$ cat src/rtl/adjust_v_pkg.sv
// Shared types and constants for the V-channel adjust frame sequencer.
package adjust_v_pkg;

   localparam int unsigned PIXEL_W  = 8;
   localparam int unsigned ADJV_LAT = 2;

   typedef enum logic [2:0] {
      IDLE,
      LOAD,
      RUN,
      DRAIN,
      DONE
   } adjv_state_e;

endpackage

$ cat src/rtl/adjust_v_ctrl_if.sv
// Pixel-path signals between the sequencer (master), the adjust pipeline and the output sink.
interface adjust_v_ctrl_if;
   import adjust_v_pkg::*;

   logic [PIXEL_W-1:0] adj_from_v;
   logic [PIXEL_W-1:0] adj_to_v;
   logic               adj_req;
   logic               src_ack_mon;
   logic               adj_ack;
   logic [PIXEL_W-1:0] adj_pixel;
   logic               out_valid;
   logic [PIXEL_W-1:0] out_pixel;
   logic               out_ready;

   modport master (
      output adj_from_v, adj_to_v, adj_req, out_valid, out_pixel,
      input  src_ack_mon, adj_ack, adj_pixel, out_ready
   );

   modport slave (
      input  adj_from_v, adj_to_v, adj_req, out_valid, out_pixel,
      output src_ack_mon, adj_ack, adj_pixel, out_ready
   );

endinterface

$ cat src/rtl/adjust_v_ctrl_fifo.sv
// Synchronous output FIFO; no bypass, so pushed data is visible the cycle after the push.
module adjust_v_ctrl_fifo #(
   parameter int unsigned DEPTH = 8,
   parameter int unsigned WIDTH = 8
) (
   input  logic                       clk,
   input  logic                       xrst,
   input  logic                       push,
   input  logic [WIDTH-1:0]           push_data,
   input  logic                       pop,
   output logic [WIDTH-1:0]           pop_data,
   output logic [$clog2(DEPTH):0]     count,
   output logic                       full,
   output logic                       empty
);

   localparam int unsigned PTR_W = $clog2(DEPTH);

   logic [WIDTH-1:0] mem [DEPTH];
   logic [PTR_W-1:0] wr_ptr;
   logic [PTR_W-1:0] rd_ptr;
   logic             do_push;
   logic             do_pop;

   assign full  = (count == (PTR_W + 1)'(DEPTH));
   assign empty = (count == '0);

   // A pop in the same cycle frees the slot, so push-when-full is legal then.
   assign do_push = push && (!full || pop);
   assign do_pop  = pop && !empty;

   always_ff @(posedge clk or negedge xrst) begin
      if (!xrst) begin
         wr_ptr <= '0;
         rd_ptr <= '0;
         count  <= '0;
      end else begin
         if (do_push) wr_ptr <= wr_ptr + 1'b1;
         if (do_pop)  rd_ptr <= rd_ptr + 1'b1;
         if (do_push && !do_pop) begin
            count <= count + 1'b1;
         end else if (do_pop && !do_push) begin
            count <= count - 1'b1;
         end
      end
   end

   always_ff @(posedge clk) begin
      if (do_push) mem[wr_ptr] <= push_data;
   end

   assign pop_data = empty ? '0 : mem[rd_ptr];

endmodule

$ cat src/rtl/adjust_v_ctrl.sv
// Frame sequencer for the V-adjust pipeline: per-frame parameter latch, credit-limited requests,
// output FIFO. Define ADJV_CTRL_PERF_EN to add the perf_cycles/perf_stall counters.
module adjust_v_ctrl
   import adjust_v_pkg::*;
#(
   parameter int unsigned FIFO_DEPTH = 8,
   parameter int unsigned LEN_W      = 20
) (
   input  logic               clk,
   input  logic               xrst,
   input  logic               start,
   input  logic [LEN_W-1:0]   frame_len,
   input  logic               cfg_wr,
   input  logic [PIXEL_W-1:0] cfg_from_v,
   input  logic [PIXEL_W-1:0] cfg_to_v,
   output logic               busy,
   output logic               done,
`ifdef ADJV_CTRL_PERF_EN
   output logic [LEN_W+3:0]   perf_cycles,
   output logic [LEN_W+3:0]   perf_stall,
`endif
   adjust_v_ctrl_if.master    bus
);

   localparam int unsigned CNT_W = $clog2(FIFO_DEPTH) + 1;

   if (FIFO_DEPTH < 4 || (FIFO_DEPTH & (FIFO_DEPTH - 1)) != 0 || FIFO_DEPTH <= ADJV_LAT)
   begin : g_bad_depth
      $error("FIFO_DEPTH must be a power of two, >= 4 and deeper than the pipeline");
   end

   adjv_state_e        state;
   logic [LEN_W-1:0]   len_reg;
   logic [LEN_W-1:0]   issued;
   logic [LEN_W-1:0]   received;
   logic [PIXEL_W-1:0] shadow_from_v;
   logic [PIXEL_W-1:0] shadow_to_v;
   logic [PIXEL_W-1:0] active_from_v;
   logic [PIXEL_W-1:0] active_to_v;

   logic [CNT_W-1:0]   fifo_count;
   logic               fifo_full;
   logic               fifo_empty;
   logic               pop;
   logic [LEN_W:0]     credit;
   logic               has_work;
   logic               credit_ok;
   logic               req;
   logic               issue;

   // Credit covers both occupied FIFO slots and pixels still inside the pipeline.
   assign credit    = (LEN_W + 1)'(FIFO_DEPTH) - (LEN_W + 1)'(fifo_count)
                      - {1'b0, issued - received};
   assign has_work  = (issued < len_reg);
   assign credit_ok = (credit != '0) && !fifo_full;
   assign req       = (state == RUN) && has_work && credit_ok;
   // Acks without a request are a protocol error and are not counted.
   assign issue     = bus.src_ack_mon && req;
   assign pop       = bus.out_valid && bus.out_ready;

   assign bus.adj_req    = req;
   assign bus.adj_from_v = active_from_v;
   assign bus.adj_to_v   = active_to_v;
   assign bus.out_valid  = !fifo_empty;

   always_ff @(posedge clk or negedge xrst) begin
      if (!xrst) begin
         shadow_from_v <= '0;
         shadow_to_v   <= '0;
      end else if (cfg_wr) begin
         shadow_from_v <= cfg_from_v;
         shadow_to_v   <= cfg_to_v;
      end
   end

   always_ff @(posedge clk or negedge xrst) begin
      if (!xrst) begin
         state         <= IDLE;
         len_reg       <= '0;
         issued        <= '0;
         received      <= '0;
         active_from_v <= '0;
         active_to_v   <= '0;
         busy          <= 1'b0;
         done          <= 1'b0;
      end else begin
         unique case (state)
            IDLE: begin
               issued   <= '0;
               received <= '0;
               if (start) begin
                  len_reg <= frame_len;
                  busy    <= 1'b1;
                  state   <= LOAD;
               end
            end
            LOAD: begin
               active_from_v <= shadow_from_v;
               active_to_v   <= shadow_to_v;
               if (len_reg == '0) begin
                  done  <= 1'b1;
                  state <= DONE;
               end else begin
                  state <= RUN;
               end
            end
            RUN: begin
               if (issue)       issued   <= issued + 1'b1;
               if (bus.adj_ack) received <= received + 1'b1;
               if (issued == len_reg) state <= DRAIN;
            end
            DRAIN: begin
               if (bus.adj_ack) received <= received + 1'b1;
               if (received == len_reg && fifo_empty) begin
                  done  <= 1'b1;
                  state <= DONE;
               end
            end
            DONE: begin
               done  <= 1'b0;
               busy  <= 1'b0;
               state <= IDLE;
            end
            default: state <= IDLE;
         endcase
      end
   end

`ifdef ADJV_CTRL_PERF_EN
   always_ff @(posedge clk or negedge xrst) begin
      if (!xrst) begin
         perf_cycles <= '0;
         perf_stall  <= '0;
      end else if (state == LOAD) begin
         perf_cycles <= '0;
         perf_stall  <= '0;
      end else begin
         if (state == RUN || state == DRAIN) perf_cycles <= perf_cycles + 1'b1;
         if (state == RUN && has_work && !credit_ok) perf_stall <= perf_stall + 1'b1;
      end
   end
`endif

   adjust_v_ctrl_fifo #(
      .DEPTH (FIFO_DEPTH),
      .WIDTH (PIXEL_W)
   ) u_fifo (
      .clk       (clk),
      .xrst      (xrst),
      .push      (bus.adj_ack),
      .push_data (bus.adj_pixel),
      .pop       (pop),
      .pop_data  (bus.out_pixel),
      .count     (fifo_count),
      .full      (fifo_full),
      .empty     (fifo_empty)
   );

endmodule

$ cat src/flat_wrapper.sv
// flat-port wrapper written by rule: the top's interface ports become plain ports
module adjust_v_ctrl_flat import adjust_v_pkg::*;
#(
   parameter int unsigned FIFO_DEPTH = 8,
   parameter int unsigned LEN_W      = 20
)
  (clk, xrst, start, frame_len, cfg_wr, cfg_from_v, cfg_to_v, busy, done, bus_adj_from_v, bus_adj_to_v, bus_adj_req, bus_out_valid, bus_out_pixel, bus_src_ack_mon, bus_adj_ack, bus_adj_pixel, bus_out_ready);
  adjust_v_ctrl_if bus_i ();
  input  logic clk;
  input  logic xrst;
  input  logic start;
  input  logic [LEN_W-1:0] frame_len;
  input  logic cfg_wr;
  input  logic [PIXEL_W-1:0] cfg_from_v;
  input  logic [PIXEL_W-1:0] cfg_to_v;
  output logic busy;
  output logic done;
  output wire logic [$bits(bus_i.adj_from_v)-1:0] bus_adj_from_v;
  output wire logic [$bits(bus_i.adj_to_v)-1:0] bus_adj_to_v;
  output wire logic [$bits(bus_i.adj_req)-1:0] bus_adj_req;
  output wire logic [$bits(bus_i.out_valid)-1:0] bus_out_valid;
  output wire logic [$bits(bus_i.out_pixel)-1:0] bus_out_pixel;
  input wire logic [$bits(bus_i.src_ack_mon)-1:0] bus_src_ack_mon;
  input wire logic [$bits(bus_i.adj_ack)-1:0] bus_adj_ack;
  input wire logic [$bits(bus_i.adj_pixel)-1:0] bus_adj_pixel;
  input wire logic [$bits(bus_i.out_ready)-1:0] bus_out_ready;
  assign bus_adj_from_v = bus_i.adj_from_v;
  assign bus_adj_to_v = bus_i.adj_to_v;
  assign bus_adj_req = bus_i.adj_req;
  assign bus_out_valid = bus_i.out_valid;
  assign bus_out_pixel = bus_i.out_pixel;
  assign bus_i.src_ack_mon = bus_src_ack_mon;
  assign bus_i.adj_ack = bus_adj_ack;
  assign bus_i.adj_pixel = bus_adj_pixel;
  assign bus_i.out_ready = bus_out_ready;
  adjust_v_ctrl #(.FIFO_DEPTH(FIFO_DEPTH), .LEN_W(LEN_W)) u_core (.clk(clk), .xrst(xrst), .start(start), .frame_len(frame_len), .cfg_wr(cfg_wr), .cfg_from_v(cfg_from_v), .cfg_to_v(cfg_to_v), .busy(busy), .done(done), .bus(bus_i));
endmodule
$ cat config.mk
export PLATFORM = sky130hd
export DESIGN_NAME = adjust_v_ctrl_flat
export DESIGN_NICKNAME = d
export VERILOG_FILES = /design/src/rtl/adjust_v_pkg.sv /design/src/rtl/adjust_v_ctrl_if.sv /design/src/rtl/adjust_v_ctrl_fifo.sv /design/src/rtl/adjust_v_ctrl.sv /design/src/flat_wrapper.sv
export SDC_FILE = /design/constraint.sdc
export NUM_CORES = 1
export LEC_CHECK = 0
export CAP_MARGIN = 20
export CORE_MARGIN = 1
export CORE_UTILIZATION = 59
export CTS_CLUSTER_DIAMETER = 150
export DETAILED_ROUTE_END_ITERATION = 10
export PLACE_DENSITY = 0.88
export SETUP_SLACK_MARGIN = 0.15
export SYNTH_ARGS = -nofsm -noshare
export SYNTH_HDL_FRONTEND = slang
export SYNTH_SLANG_ARGS = --single-unit
$ cat constraint.sdc
create_clock -name clk -period 9.9 [get_ports clk]
set_input_delay 1.98 -clock clk [delete_from_list [all_inputs] [get_ports clk]]
set_output_delay 1.98 -clock clk [all_outputs]
set_load 0.02 [all_outputs]
==> reports/metrics.csv, run 1 <==
stage;metric;value;unit
setup_path;crit_required;7.92;ns
floorplanning;core_area;16600;um2
clocking;htreeDepth;4;
route;ant_nets;0;
finish;nFillCells;1089;
power;p_sw_frac;0.431;
finish;multiInputGateArea;5080;um2
logic_synthesis;synth_top_area_frac;0.267;
min_path;worstHoldPathType;register to register;
logic_synthesis;yosys_register_bits;171;
sta;rsz0062_at_grt;false;
route;wirelength;24300;um
sta;fin_crit;7.69;ns
route;drc;0;
clocking;cts_root_buffer;clkbuf_16;
placement;gp_congestion;0.870;
logic_synthesis;synthesis.nets;1060;
logic_synthesis;syn_avg_cell_area;10.7;um2
floorplanning;die-area;17500;um2
clocking;cts_tree;built;
clocking;hold_buffers;0;
finish;fin_cells;1248;
floorplanning;start_util;0.605;
sta;setup-tns-final;0;ns
power;p_int;2010;uW
logic_synthesis;synth.area.top_cells;dfrtp_1 27%, edfxtp_1 19%, ha_1 8.4%, xnor2_1 4.5%, mux2_2 4.2%;
power;vdd_ir_drop_max;0.216;mV
clocking;clk_latency;0.43;ns
setup_path;worst-endpoint-arrival;5.71;ns
global_routing;grt_pass1_vias;7895;
power;power_leakage;0.00495;uW
placement;io_buffers;78;
placement;hpwl;16800;um
global_routing;grt_max_degree;78;
finish;syn2layout_area_growth;15.6;%
floorplanning;row_count;47;
finish;drive_above_1_share;0.117;
sta;fin_ws;2.21;ns
setup_path;cp_common_cell;o21ai_0;
logic_synthesis;synthTopCellsByCount;107 x dfrtp_1, 75 x nand2_1, 67 x ha_1;
logic_synthesis;synth-edff-count;64;
finish;fin_nets;1135;
global_routing;antenna_found_initial;0;
logic_synthesis;ys_seq_area_frac;0.458;
sta;setup_viol;0;
floorplanning;io_pins;79;
clocking;clk_path_buf_depth;2;
clocking;postCtsSetupRepairBufs;0;
setup_path;path_buf_inv;2;
sta;tightest_slew;0.988;ns
sta;skew;0.0116;ns
logic_synthesis;synth_flop_cell;dfrtp_1;
setup_path;cp-end-kind;output pin;
sta;relSlewSlack;0.338;
global_routing;grt_first_pass_wirelength;39500;um
route;routedWlPerCell;19.5;um
setup_path;slowest_delay;0.53;ns
setup_path;critPathMaxFanout;6;
setup_path;critPathLaunchType;register;
placement;dp.cells;1215;
logic_synthesis;synth_area;10000;um2
setup_path;worst-r2r-setup-slack;4.19;ns
sta;finalMaxSlewViolations;0;
finish;largest_register_ffs;64;
clocking;path_clk_slew;0.07;ns
power;combinationalPowerShare;0.540;
run_status;outcome;finished, final reports clean;
route;drtPass1Iterations;5;
finish;n_antenna_cell;0;
global_routing;overflow;0;
logic_synthesis;async_reset_ff_frac;0.626;
power;switchingPower;1520;uW
setup_path;crit_chain;inv_1 -> ha_1 -> nor2b_1 -> o21ai_0 -> a21boi_0 -> o21ai_0 -> a211oi_1 -> or3_1 -> a21oi_1 -> o21bai_1 -> a21oi_1 -> xor2_1 -> ha_1 -> nand2_1 -> o21ai_0 -> a221oi_1 -> nor2_1 -> nor4_2 -> o2111a_1 -> o2111ai_1 -> o21a_1 -> clkdlybuf4s50_1;
logic_synthesis;synth_warnings;0;
clocking;cts_made_buffers;17;
flow_run;maxCapViolations;0;
placement;place_ws;2.73;ns
setup_path;cpMaxStageDelayCell;clkdlybuf4s50_1;
global_routing;grtUsageTotal;0.289;
setup_path;critical-path-top-delay-family;compound AO/OA/AOI/OAI gates;
power;pwr-share-seq;0.275;
sta;fmax;130;MHz
logic_synthesis;post-synth-top-count-cell;dfrtp_1;
finish;ff_latch_area;4600;um2
route;drtIter0Drc;635;
power;p_clk_frac;0.184;
power;p_per_area;304;nW/um2
route;viasPerCell;6.21;
logic_synthesis;syn_inst;940;
sta;fin_crit_sh;0.777;
clocking;cts.sinks;171;
power;fin_total_pwr;3530;uW
finish;largest_register;u_core.u_fifo.mem;
floorplanning;die_h;132;um
clocking;postCtsResizedCells;0;
sta;finalHoldViolations;0;
route;vias;7745;
floorplanning;dieWidth;132;um
logic_synthesis;yosysTopAreaCell;dfrtp_1;
logic_synthesis;synth_cell_types;76;
setup_path;critPathKind;register to output pin;
## metal layers
layer / share of wire / vias to the layer above / GRT usage
met5: 0 / - / 0
met4: 0.031 / 0 / 0.120
met3: 0.073 / 72 / 0.0646
met2: 0.48 / 348 / 0.476
met1: 0.42 / 3748 / 0.370
li1: - / 3577 / -
## cells by family (layout without fill, tap and decap cells)
| group | after synthesis | after routing | share of synthesized area |
|---|---|---|---|
| simple gates | 284 | 284 | 0.143 |
| compound gates | 195 | 195 | 0.129 |
| flops | 171 | 171 | 0.458 |
| buf+inv | 91 | 179 | 0.0364 |
| fa+ha+maj | 69 | 69 | 0.0875 |
| xor+xnor | 66 | 66 | 0.0576 |
| mux | 64 | 64 | 0.0884 |
## cells in the final DEF, fill, tap and decap left out, drive strengths merged, types with 43 or more instances in the layout
cell type,synthesis,routed
nand2,76,76
dfrtp,107,107
clkdlybuf4s50,0,77
xnor2,52,52
edfxtp,64,64
a21oi,43,43
nor2,64,64
o21ai,65,65
ha,67,67
inv,61,67
## path summary, 6_finish.rpt
path / startpoint / to / cells after the start
max: u_core.received[2]$_DFFE_PN0P_ / bus_adj_req / 22
min: u_core.shadow_from_v[5]$_DFFE_PN0P_ / u_core.shadow_from_v[5]$_DFFE_PN0P_ / 1
max reg2reg: u_core.received[2]$_DFFE_PN0P_ / u_core.issued[3]$_DFFE_PN0P_ / 23
min reg2reg: u_core.shadow_from_v[5]$_DFFE_PN0P_ / u_core.shadow_from_v[5]$_DFFE_PN0P_ / 1
max in group asynchronous: xrst / u_core.received[13]$_DFFE_PN0P_ / 2
min in group asynchronous: xrst / u_core.bus.adj_to_v[2]$_DFFE_PN0N_ / 1
## power by group through the flow
stage	registers, uW	clock network, uW	logic (uW)
2_1_floorplan	913	0	1490
3_3_place_gp	977	0	1800
3_5_place_dp	987	0	1850
4_1_cts	977	652	1880
5_1_grt	983	679	2110
6_report	970	650	1910
## layout make-up
class	instances	share of cell area
clock buffer	19	0.0382
multi-input combinational	678	0.438
tap	220	0.0237
clock inverter	13	0.0112
timing repair buffer	86	0.0729
inverter	61	0.0197
sequential	171	0.396
## worst reg2reg max path: cells and delay by family, from the launching register on
family / cells / cell delay, ns
simple gates: 6 / 1.13
flops: 1 / 0.40
xor+xnor: 1 / 0.18
compound gates: 13 / 3.11
buf+inv: 1 / 0.11
fa+ha+maj: 2 / 0.67
## through the flow
| step | hold slack, ns | instance area (um2) | utilization |
|---|---|---|---|
| global route | 0.523 | 11600 | 0.700 |
| finish | 0.506 | 11600 | 0.700 |
| CTS | 0.509 | 11600 | 0.699 |
| global placement | 0.484 | 11000 | 0.664 |
| detailed placement | 0.494 | 11000 | 0.664 |
| floorplan | 0.475 | 10000 | - |
Power figures use the tool's default switching activity.
==> run 2: changes to the inputs <==
- clock period: 9.9 -> 7.9 ns (I/O delays scaled with it)
==> reports/metrics.csv, run 2 (synthesized netlist as in run 1, its figures left out) <==
stage;metric;value;unit;change
global_routing;grt_first_pass_wirelength;40200;um;was 39500 um
floorplanning;dieWidth;132;um;unchanged
floorplanning;io_pins;79;;unchanged
route;drtIter0Drc;772;;was 635
sta;relSlewSlack;0.318;;was 0.338
clocking;cts.sinks;171;;unchanged
finish;drive_above_1_share;0.115;;was 0.117
clocking;cts_made_buffers;17;;unchanged
sta;fmax;136;MHz;
flow_run;maxCapViolations;0;;unchanged
min_path;hp-start;u_core.shadow_to_v[5]$_DFFE_PN0P_;;was u_core.shadow_from_v[5]$_DFFE_PN0P_
sta;finalHoldViolations;0;;unchanged
global_routing;grt_util_met1;0.381;;was 0.370
setup_path;crit_chain;inv_1 -> ha_1 -> fa_1 -> nor2b_1 -> o21ai_0 -> a21boi_0 -> o21ai_0 -> a211oi_1 -> or3_1 -> a21oi_1 -> o21bai_1 -> a21oi_1 -> xor2_1 -> ha_1 -> nand2_1 -> o21ai_0 -> a221oi_1 -> nor2_1 -> nor4_2 -> o2111a_1 -> o2111ai_1 -> o21a_1 -> clkdlybuf4s50_1;;was inv_1 -> ha_1 -> nor2b_1 -> o21ai_0 -> a21boi_0 -> o21ai_0 -> a211oi_1 -> or3_1 -> a21oi_1 -> o21bai_1 -> a21oi_1 -> xor2_1 -> ha_1 -> nand2_1 -> o21ai_0 -> a221oi_1 -> nor2_1 -> nor4_2 -> o2111a_1 -> o2111ai_1 -> o21a_1 -> clkdlybuf4s50_1
global_routing;met3_usage;0.0623;;was 0.0646
finish;n_antenna_cell;0;;unchanged
global_routing;overflow;0;;unchanged
placement;post_dp_cell_area;11000;um2;unchanged
sta;fin_crit_sh;0.932;;
sta;finalMaxSlewViolations;0;;unchanged
global_routing;grt_max_degree;78;;unchanged
finish;ff_latch_area;4600;um2;unchanged
min_path;worstHoldEndpoint;u_core.bus.adj_to_v[5]$_DFFE_PN0N_;;was u_core.shadow_from_v[5]$_DFFE_PN0P_
floorplanning;row_count;47;;unchanged
finish;final_cell_mix;107 x dfrtp_1, 77 x clkdlybuf4s50_1, 75 x nand2_1;;unchanged
clocking;path_clk_slew;0.07;ns;about the same
finish;multiInputGateArea;5080;um2;unchanged
clocking;postCtsResizedCells;0;;unchanged
clocking;cts_tree;built;;unchanged
floorplanning;die_h;132;um;unchanged
setup_path;critPathKind;register to output pin;;unchanged
sta;rsz0062_at_grt;false;;unchanged
sta;hold_slack;0.506;ns;about the same
setup_path;worst_r2r_path_depth;24;;was 23
floorplanning;start_util;0.605;;unchanged
global_routing;grt_pass1_vias;7953;;was 7895
route;wirelength;24600;um;was 24300 um
clocking;hold_buffers;0;;unchanged
placement;gp_congestion;0.870;;about the same
placement;io_buffers;78;;unchanged
clocking;clk_path_buf_depth;2;;unchanged
sta;tightest_slew;1.02;ns;was 0.988 ns
sta;setup-tns-final;0;ns;unchanged
power;power_leakage;0.00496;uW;was 0.00495 uW
clocking;clk_latency;0.43;ns;about the same
global_routing;busiest_layer;met2;;unchanged
finish;nFillCells;1062;;was 1089
clocking;postCtsSetupRepairBufs;0;;unchanged
min_path;worstHoldPathType;register to register;;unchanged
route;ant_nets;0;;unchanged
sta;setup_viol;0;;unchanged
power;p_per_area;381;nW/um2;was 304 nW/um2
route;viasPerCell;6.22;;was 6.21
finish;syn2layout_area_growth;15.7;%;was 15.6%
global_routing;antenna_found_initial;0;;unchanged
setup_path;cp_common_cell;o21ai_0;;unchanged
global_routing;grt_use_met2;0.482;;was 0.476
run_status;outcome;finished, final reports clean;;unchanged
power;vdd_ir_drop_max;0.270;mV;was 0.216 mV
setup_path;critPathMaxFanout;6;;unchanged
min_path;holdPathStages;1;;unchanged
sta;fin_crit;7.36;ns;
finish;largest_register;u_core.u_fifo.mem;;unchanged
floorplanning;core_area;16600;um2;unchanged
setup_path;worst-r2r-setup-slack;2.18;ns;was 4.19 ns
setup_path;slowest_delay;0.53;ns;about the same
finish;fin_nets;1135;;unchanged
floorplanning;die-area;17500;um2;unchanged
setup_path;crit_required;6.32;ns;was 7.92 ns
global_routing;grtUsageTotal;0.293;;was 0.289
clocking;htreeDepth;4;;unchanged
route;routedWlPerCell;19.7;um;was 19.5 um
setup_path;cp-end-kind;output pin;;unchanged
route;drc;0;;unchanged
setup_path;regToRegEndpoint;u_core.issued[5]$_DFFE_PN0P_;;was u_core.issued[3]$_DFFE_PN0P_
sta;skew;0.00966;ns;was 0.0116 ns
setup_path;critPathLaunchType;register;;unchanged
setup_path;worst-endpoint-arrival;5.78;ns;was 5.71 ns
finish;final_common_cell;dfrtp_1;;unchanged
setup_path;r2r_start;u_core.issued[0]$_DFFE_PN0P_;;was u_core.received[2]$_DFFE_PN0P_
route;vias;7760;;was 7745
route;drtPass1Iterations;5;;unchanged
finish;fin_area;11600;um2;about the same
finish;largest_register_ffs;64;;unchanged
clocking;cts_root_buffer;clkbuf_16;;unchanged
setup_path;cpMaxStageDelayCell;clkdlybuf4s50_1;;unchanged
placement;hpwl;17000;um;was 16800 um
run 2: area by class of cell:
type	count	share of cell area
Clock inverter	14	0.0116
Inverter	61	0.0197
Sequential cell	171	0.396
Clock buffer	18	0.0370
Timing Repair Buffer	86	0.0740
Multi-Input combinational cell	678	0.438
Tap cell	220	0.0237
run 2: power by group:
group	switching (uW)	leakage [uW]	internal (uW)
Clock	368	0.000272	442
Sequential	166	0.00183	1050
Combinational	1380	0.00286	1030
Total	1910	0.00496	2510
run 2: critical path, delay by kind of cell, from the launching register on:
family / cells / cell delay [ns]
AO/OA/AOI/OAI: 12 / 2.53
XOR/XNOR: 1 / 0.19
adder cells (fa/ha/maj): 3 / 0.74
buffers and inverters: 2 / 0.63
flip-flops: 1 / 0.41
AND/OR/NAND/NOR: 5 / 0.86
run 2: per-stage QoR:
| stage | setup slack [ns] | power (uW) | utilization | std cells |
|---|---|---|---|---|
| 4_1_cts | 0.573 | 4380 | 0.698 | 1247 |
| 3_3_place_gp | 1.27 | 3480 | 0.664 | 1215 |
| 3_5_place_dp | 1.08 | 3550 | 0.664 | 1215 |
| 6_report | 0.541 | 4430 | 0.700 | 1248 |
| 2_1_floorplan | 2.20 | 3010 | - | 940 |
| 5_1_grt | 0.156 | 4720 | 0.700 | 1248 |
run 2: worst max-delay path by stage:
stage / from / endpoint / cells after the start
global route: u_core.received[0]$_DFFE_PN0P_ / bus_adj_req / 22
global placement: u_core.issued[0]$_DFFE_PN0P_ / bus_adj_req / 23
CTS: u_core.issued[0]$_DFFE_PN0P_ / bus_adj_req / 23
floorplan: u_core.received[3]$_DFFE_PN0P_ / bus_adj_req / 21
finish: u_core.issued[0]$_DFFE_PN0P_ / bus_adj_req / 23
detailed placement: u_core.issued[0]$_DFFE_PN0P_ / bus_adj_req / 23
run 2: metal layers:
metal,vias up,part of all wire
met5,-,0
met1,3703,0.41
met2,393,0.48
li1,3575,-
met4,0,0.032
met3,89,0.079
